--- config.mk ---
export PLATFORM = sky130hd
export DESIGN_NAME = audio_i2s_out
export DESIGN_NICKNAME = d
export VERILOG_FILES = /design/src/rtl/audio_i2s_out_pkg.sv /design/src/rtl/audio_sat_add.sv /design/src/rtl/audio_i2s_out.sv
export SDC_FILE = /design/constraint.sdc
export NUM_CORES = 1
export LEC_CHECK = 0
export ABC_AREA = 1
export ABC_CLOCK_PERIOD_IN_PS = 3000
export CORE_MARGIN = 5
export CORE_UTILIZATION = 47
export DETAILED_ROUTE_END_ITERATION = 10
export DONT_BUFFER_PORTS = 1
export GPL_TIMING_DRIVEN = 0
export HOLD_SLACK_MARGIN = 0.02
export PLACE_DENSITY = 0.71
export SYNTH_ARGS = -nofsm -noshare
export SYNTH_HDL_FRONTEND = slang
export SYNTH_SLANG_ARGS = --single-unit
export TNS_END_PERCENT = 10
--- constraint.sdc ---
create_clock -name clk -period 3 [get_ports clk]
set_clock_uncertainty 0.1 [all_clocks]
set_input_delay 0.6 -clock clk [delete_from_list [all_inputs] [get_ports clk]]
set_output_delay 0.6 -clock clk [all_outputs]
set_load 0.02 [all_outputs]
--- src/rtl/audio_i2s_out_pkg.sv ---
// Shared audio-path constants: sample/slot geometry of the I2S frame and the
// 16-bit saturation limits used by every mixer stage.
package audio_i2s_out_pkg;

    localparam int unsigned AUDIO_SAMPLE_W      = 16;
    localparam int unsigned I2S_SLOT_W          = 32;
    localparam int unsigned I2S_SLOTS_PER_FRAME = 64;

    localparam logic [AUDIO_SAMPLE_W-1:0] SAT_MAX = 16'h7FFF;
    localparam logic [AUDIO_SAMPLE_W-1:0] SAT_MIN = 16'h8000;

endpackage

--- src/rtl/audio_sat_add.sv ---
// Combinational signed 16+16 add, clamped to the 16-bit signed range.
module audio_sat_add
    import audio_i2s_out_pkg::*;
(
    input  logic [AUDIO_SAMPLE_W-1:0] a,
    input  logic [AUDIO_SAMPLE_W-1:0] b,
    output logic [AUDIO_SAMPLE_W-1:0] y
);

    logic [AUDIO_SAMPLE_W:0] sum;

    always_comb begin
        sum = {a[AUDIO_SAMPLE_W-1], a} + {b[AUDIO_SAMPLE_W-1], b};
        // Disagreeing top two bits mean the true result left the 16-bit range.
        if (sum[AUDIO_SAMPLE_W] != sum[AUDIO_SAMPLE_W-1])
            y = sum[AUDIO_SAMPLE_W] ? SAT_MIN : SAT_MAX;
        else
            y = sum[AUDIO_SAMPLE_W-1:0];
    end

endmodule

--- src/rtl/audio_i2s_out.sv ---
// Audio output stage: mixes PSG and PCM stereo samples, serialises them as
// standard I2S and generates the per-frame next_sample strobe.
module audio_i2s_out
    import audio_i2s_out_pkg::*;
#(
    parameter int unsigned BCK_DIV_LOG2 = 2
) (
    input  logic        clk,
    input  logic        rst,
    input  logic [15:0] psg_left,
    input  logic [15:0] psg_right,
    input  logic [15:0] pcm_left,
    input  logic [15:0] pcm_right,
    output logic        next_sample,
    output logic        i2s_lrck,
    output logic        i2s_bck,
    output logic        i2s_data
);

    localparam int unsigned W = BCK_DIV_LOG2 + 7;

    logic [W-1:0]                cnt;
    logic                        half;
    logic [4:0]                  k;
    logic [4:0]                  bit_idx;
    logic [AUDIO_SAMPLE_W-1:0]   word;
    logic [AUDIO_SAMPLE_W-1:0]   mix_left;
    logic [AUDIO_SAMPLE_W-1:0]   mix_right;
    logic [AUDIO_SAMPLE_W-1:0]   left_lat;
    logic [AUDIO_SAMPLE_W-1:0]   right_lat;
    logic                        data_next;
    logic                        frame_end;

    audio_sat_add u_sat_left (
        .a (psg_left),
        .b (pcm_left),
        .y (mix_left)
    );

    audio_sat_add u_sat_right (
        .a (psg_right),
        .b (pcm_right),
        .y (mix_right)
    );

    // Slot-in-half is the low five bits of the slot field cnt[W-1:BCK_DIV_LOG2+1].
    assign half      = cnt[W-1];
    assign k         = cnt[W-2 -: 5];
    assign frame_end = (cnt == '1);

    always_comb begin
        word      = half ? right_lat : left_lat;
        bit_idx   = 5'd16 - k;
        data_next = 1'b0;
        if (k >= 5'd1 && k <= 5'd16)
            data_next = word[bit_idx[3:0]];
    end

    always_ff @(posedge clk or posedge rst) begin
        if (rst) begin
            cnt         <= '0;
            left_lat    <= '0;
            right_lat   <= '0;
            next_sample <= 1'b0;
            i2s_bck     <= 1'b0;
            i2s_lrck    <= 1'b0;
            i2s_data    <= 1'b0;
        end else begin
            cnt         <= cnt + W'(1);
            next_sample <= frame_end;
            i2s_bck     <= cnt[BCK_DIV_LOG2];
            i2s_lrck    <= half;
            i2s_data    <= data_next;
            if (frame_end) begin
                left_lat  <= mix_left;
                right_lat <= mix_right;
            end
        end
    end

endmodule

# After elaboration in Yosys (flattened, before gate mapping)
# Index checks and enable logic that the tools add are counted.
[classes]
add_sub_neg = 4
mul = 0
div_mod_pow = 0
order_cmp = 3
eq_ne = 3
shift = 0
n_mux = 8
bitwise = 0
reduce_logical = 1
[ops]
columns = ["operator", "count"]
rows = [
  ["$mux W16", 5],
  ["$add A16 B16 Y17", 2],
  ["$add A9 B1 Y9 const B", 1],
  ["$eq A9 B9 Y1 const B", 1],
  ["$ge A5 B1 Y1 const B", 1],
  ["$le A5 B5 Y1 const B", 1],
  ["$lt A4 B5 Y1 const B", 1],
  ["$bmux W1 S4", 1],
  ["$sub A1 B4 Y4 const A", 1],
  ["$mux W1", 2],
  ["$ne A1 B1 Y1", 2],
  ["$logic_and A1 B1 Y1", 1],
]
[word_totals]
reg_bits = 45
latchBits = 0
ramBits = 0
romBits = 0
input_bits = 66
word_cells = 26
n_memories = 0

# Depth between registers and ports, before layout
[logic_depth]
word_depth = 4
mapped_depth = 16
mapped_depth_nobuf = 16

# Hierarchy
# Synthesis repeated with hierarchy kept, for this count alone.
[unflattened]
cells_unflattened = 576
hier_area_um2 = 4234.1
[by_module_without_submodules]
columns = ["mod", "n_inst", "cells_per_inst", "area_per_inst_um2", "seq_area_each_um2"]
rows = [
  ["audio_sat_add", 2, 194, 1084.8, 0.0],
  ["audio_i2s_out", 1, 188, 2064.5, 1126.1],
]

# Least setup slack after synthesis
# OpenSTA, ideal clock, no wires.
[synth_timing]
path_type = "input to register"
start = "input port psg_left[0]"
end = "register left_lat[0]"
arrival_time_ps = 2147
slack_ps = 632
stages = 14
cell_sequence = "ha_1 -> inv_1 -> fa_1 -> inv_1 -> nand2_1 -> nand2_1 -> nand3_1 -> nand2_1 -> nand2_1 -> nand3_1 -> nand2_2 -> a21oi_2 -> buf_6 -> a21oi_1"
[synth_between]
elab_chain_len = 3
elab_cells_between_ends = 4
cone_classes = "add/sub (1); eq/ne (1); mux (2)"
[synth_lines]
columns = ["element", "line", "text"]
rows = [
  ["from (decl)", "audio_i2s_out.sv:10", "input logic [15:0] psg_left,"],
  ["$add A16 B16 Y17 (*)", "audio_sat_add.sv:13", "sum = {a[AUDIO_SAMPLE_W-1], a} + {b[AUDIO_SAMPLE_W-1], b};"],
  ["$mux W16 or $ne A1 B1 Y1 (tied branches)", "audio_sat_add.sv:16, audio_sat_add.sv:15", ""],
  ["$mux W16 (*)", "audio_sat_add.sv:15", "if (sum[AUDIO_SAMPLE_W] != sum[AUDIO_SAMPLE_W-1])"],
  ["to (signal assigned)", "audio_i2s_out.sv:75", "left_lat <= mix_left;"],
  ["to (decl)", "audio_i2s_out.sv:29", "logic [AUDIO_SAMPLE_W-1:0] left_lat;"],
]
# Mark *: on every way between the ends. The rest lies on a longest branch, timed or not.
# A chain may end at the register's enable or synchronous reset.

# Worst setup path after layout
[layout_timing]
start = "register cnt[3]"
end = "register left_lat[10]"
[layout_between]
elab_chain_len = 1
[layout_lines]
columns = ["element", "line", "text"]
rows = [
  ["from (decl)", "audio_i2s_out.sv:22", "logic [W-1:0] cnt;"],
  ["from (signal assigned)", "audio_i2s_out.sv:69", "cnt <= cnt + W'(1);"],
  ["$eq A9 B9 Y1", "audio_i2s_out.sv:49", "assign frame_end = (cnt == '1);"],
  ["via frame_end", "audio_i2s_out.sv:32", "logic frame_end;"],
]
# The timed path passes the listed nets, and every way through them passes these cells.

==> flow_summary_export.csv <==
group,metric,value,unit
drt,post-route-drc-count,0,
worst_setup_path,crit_chain,"buf_2 -> nand3_1 -> nor2_1 -> nand2_1 -> nor3_1 -> ha_1 -> clkbuf_2 -> clkbuf_1 -> nor2_1 -> a21oi_1",
cts,cts_tree,"built",
place,place_ws,0.3096,ns
synthesis,syn_nets,711,
sta,setup_tns,0,ns
sta,slew_violations,0,
global_route,antenna_found_initial,0,
cts,cts.sinks,45,
synthesis,post-synth-top-area-cell,"dfrtp_1",
worst_setup_path,crit_required,3.13,ns
floorplanning,fp.dieH,103.1,um
drt,first_pass_iters,5,
worst_setup_path,rrSetupSlack,0.45,ns
layout,drive_gt1_frac,0.08632,
drt,vias_per_cell,5.141,
worst_setup_path,crit_path_max_incr_delay,0.37,ns
pwr,power_density,402.4,nW/um2
drt,ant_nets,0,
sta,rsz0062_at_grt,"no",
place,gp_congestion,0.8716,
layout,final_util,0.5035,
sta,hold_viol_final,0,
layout,n_antenna_cell,0,
worst_setup_path,crit_path_frequent_cell,"nor2_1",
pwr,switching_share,0.3522,
pwr,p_seq_frac,0.400,
floorplanning,die_area,10630,um2
pwr,pwr-share-comb,0.337,
synthesis,synth_seq_area_share,0.2763,
cts,root_buffer,"clkbuf_8",
drt,wl_per_cell,12.41,um
layout,multi_input_area,2590,um2
sta,post-route-min-period,2.553,ns
synthesis,yosysWarnings,0,
sta,finalWorstSetupSlack,0.4472,ns
global_route,grt_first_pass_wirelength,15.45,mm
floorplanning,coreArea,8593,um2
layout,seqCellArea,1126,um2
synthesis,synth.avg_cell_area,6.725,um2
sta,period_share,0.8509,
floorplanning,die_w,103.1,um
layout,final_nets,718,
worst_setup_path,cpMaxStageDelayCell,"dfrtp_1",
global_route,grt_pass1_vias,3573,
synthesis,ys_types,30,
worst_setup_path,crit_end,"left_lat[10]$_DFFE_PP0P_",
cts,cts_buffers,5,
pwr,cellLeakagePower,2.374,nW
sta,setup_violations,0,
worst_setup_path,worstSetupStartpointType,"flip-flop",
pwr,p_int,1.128,mW
worst_setup_path,cp-end-kind,"flip-flop",
synthesis,syn-cell-area,4075,um2
layout,synthToLayoutAreaGrowth,6.171,%
pwr,finalPower,1.741,mW
worst_setup_path,r2r_end,"left_lat[10]$_DFFE_PP0P_",
worst_setup_path,crit_arrival,2.68,ns
status,outcome,"finished clean",
layout,nFillCells,910,
synthesis,synth_area_leaders,"dfrtp_1 28%, nand2_1 19%, ha_1 11%",
cts,clkSlewWorstSetupHoldPaths,0.09,ns
floorplanning,start_util,0.4742,
global_route,grt_remaining_overflow,0,
synthesis,synth-seq-cells,45,
cts,cts_resized,0,
sta,fmax,391.7,MHz
worst_setup_path,crit_start,"cnt[3]$_DFF_PP0_",
layout,stdcell_area,4327,um2
cts,clk_path_buf_depth,2,
drt,wirelength,8.957,mm
floorplanning,rows,34,
worst_setup_path,r2r_cells,10,
pwr,ir_worst_vdd,186.9,uV
floorplanning,ios,70,
global_route,grt_max_degree,46,
place,placed_area,4210,um2
place,dp_hpwl,7.429,mm
worst_setup_path,cp_max_fo,10,
place,port_buffers,0,
sta,maxSlewHeadroom,0.4104,
synthesis,yosysTopAreaCellShare,0.2763,
drt,drtIter0Drc,144,
pwr,p_switching,613.2,uW
pwr,pwr-share-clk,0.263,
cts,htreeDepth,2,
flow_run,cap_violations,0,
global_route,track_usage,0.1777,
worst_setup_path,r2r_start,"cnt[3]$_DFF_PP0_",
hold_path,hold_class,"input pin to async pin",
cts,cts_hold_buf,0,
cts,clkLatencyLatePin,0.30,ns
worst_setup_path,critical_path_class,"flip-flop to flip-flop",
cts,cts_setup_buffers,0,
sta,worstMarginPinSlew,0.8831,ns
synthesis,synthCells,606,
drt,vias,3712,
[per-layer routing]
| metal | GRT usage | share of wire | vias to the layer above |
|---|---|---|---|
| met2 | 0.2985 | 0.48 | 82 |
| met1 | 0.2464 | 0.48 | 1681 |
| met4 | 0.03984 | 0.0080 | 0 |
| met5 | 0 | 0 | - |
| li1 | - | - | 1944 |
| met3 | 0.01962 | 0.036 | 5 |
[power groups by stage]
| stage | clock network (mW) | registers, mW | logic [mW] |
|---|---|---|---|
| after floorplan | 0 | 0.695 | 0.478 |
| after global placement | 0 | 0.708 | 0.572 |
| after detailed placement | 0 | 0.708 | 0.585 |
| after CTS | 0.468 | 0.696 | 0.589 |
| after global routing | 0.492 | 0.702 | 0.682 |
| final | 0.459 | 0.696 | 0.587 |
[stage by stage]
stage | hold WS, ns | cells
3_5_place_dp | 0.2998 | 714
3_3_place_gp | 0.3001 | 714
2_1_floorplan | 0.2781 | 606
6_report | 0.2636 | 722
5_1_grt | 0.3423 | 722
4_1_cts | 0.2953 | 722
[Yosys cell counts]
| cell | instances |
|---|---|
| dfrtp_1 | 45 |
| a22oi_1 | 3 |
| a21boi_0 | 1 |
| nand3_1 | 48 |
| buf_6 | 2 |
| nand2_1 | 208 |
| buf_12 | 1 |
| clkbuf_1 | 4 |
| a21oi_2 | 15 |
| nand3_2 | 1 |
| nor3_2 | 2 |
| a21oi_1 | 50 |
| and2_1 | 2 |
| nand3b_1 | 1 |
| nand2_4 | 3 |
| a211oi_1 | 1 |
| buf_4 | 1 |
| inv_1 | 65 |
| xor2_1 | 17 |
| nand4_1 | 3 |
| o21bai_1 | 6 |
| xnor2_1 | 8 |
| nand2_2 | 6 |
| o21ai_0 | 5 |
| inv_2 | 8 |
| nor3_1 | 3 |
| fa_1 | 2 |
| ha_1 | 37 |
| nor2_1 | 54 |
| buf_2 | 4 |
[worst max-delay path, delay by kind of cell (launching register included)]
family                   cells  cell delay (ns)
flip-flops                   1             0.37
AND/OR/NAND/NOR              5             0.62
adder cells (fa/ha/maj)      1             0.37
AO/OA/AOI/OAI                1             0.14
buffers and inverters        3             0.88
[placed cells by master (no fill, tap or decap), types with 2 or more instances in the layout]
cell and instances:
nor3_2 2, o21ai_0 5, xnor2_1 8, dfrtp_1 45
buf_2 4, a22oi_1 3, clkbuf_8 5, nor3_1 3
nand2_1 208, buf_6 2, nand2_4 3, fa_1 2
inv_2 9, ha_1 37, nand4_1 3, nand2_2 6
a21oi_1 50, nor2_1 54, a21oi_2 15, and2_1 2
xor2_1 17, inv_1 64, nand3_1 48, clkbuf_1 3
o21bai_1 6
[cell type report]
class	instances	area share
multi-input cells	476	0.5986
flip-flops and latches	45	0.2603
inverters	73	0.06333
well taps	108	0.03123
plain buffers	12	0.01995
clock buffers	5	0.01591
clock inverters	3	0.01070
[worst min-delay path by stage]
stage / to / depth (start not counted) / from
after floorplan: i2s_lrck$_DFF_PP0_ / 0 / cnt[8]$_DFF_PP0_
after global placement: i2s_lrck$_DFF_PP0_ / 0 / cnt[8]$_DFF_PP0_
after detailed placement: i2s_lrck$_DFF_PP0_ / 0 / cnt[8]$_DFF_PP0_
after CTS: right_lat[7]$_DFFE_PP0P_ / 1 / rst
after global routing: right_lat[8]$_DFFE_PP0P_ / 1 / rst
final: right_lat[14]$_DFFE_PP0P_ / 1 / rst
[cells by family after synthesis]
family / after synthesis / share of synthesized area
XOR/XNOR: 25 / 0.05373
AND/OR/NAND/NOR: 331 / 0.3383
flip-flops: 45 / 0.2763
adder cells (fa/ha/maj): 39 / 0.1234
AO/OA/AOI/OAI: 81 / 0.1200
buffers and inverters: 85 / 0.08812
[sequential cells by signal, summed over array words and instances (netlist names)]
signal,cells
i2s_lrck,1
next_sample,1
left_lat,16
right_lat,16
i2s_data,1
i2s_bck,1
cnt,9
(Power assumes the default switching activity.)
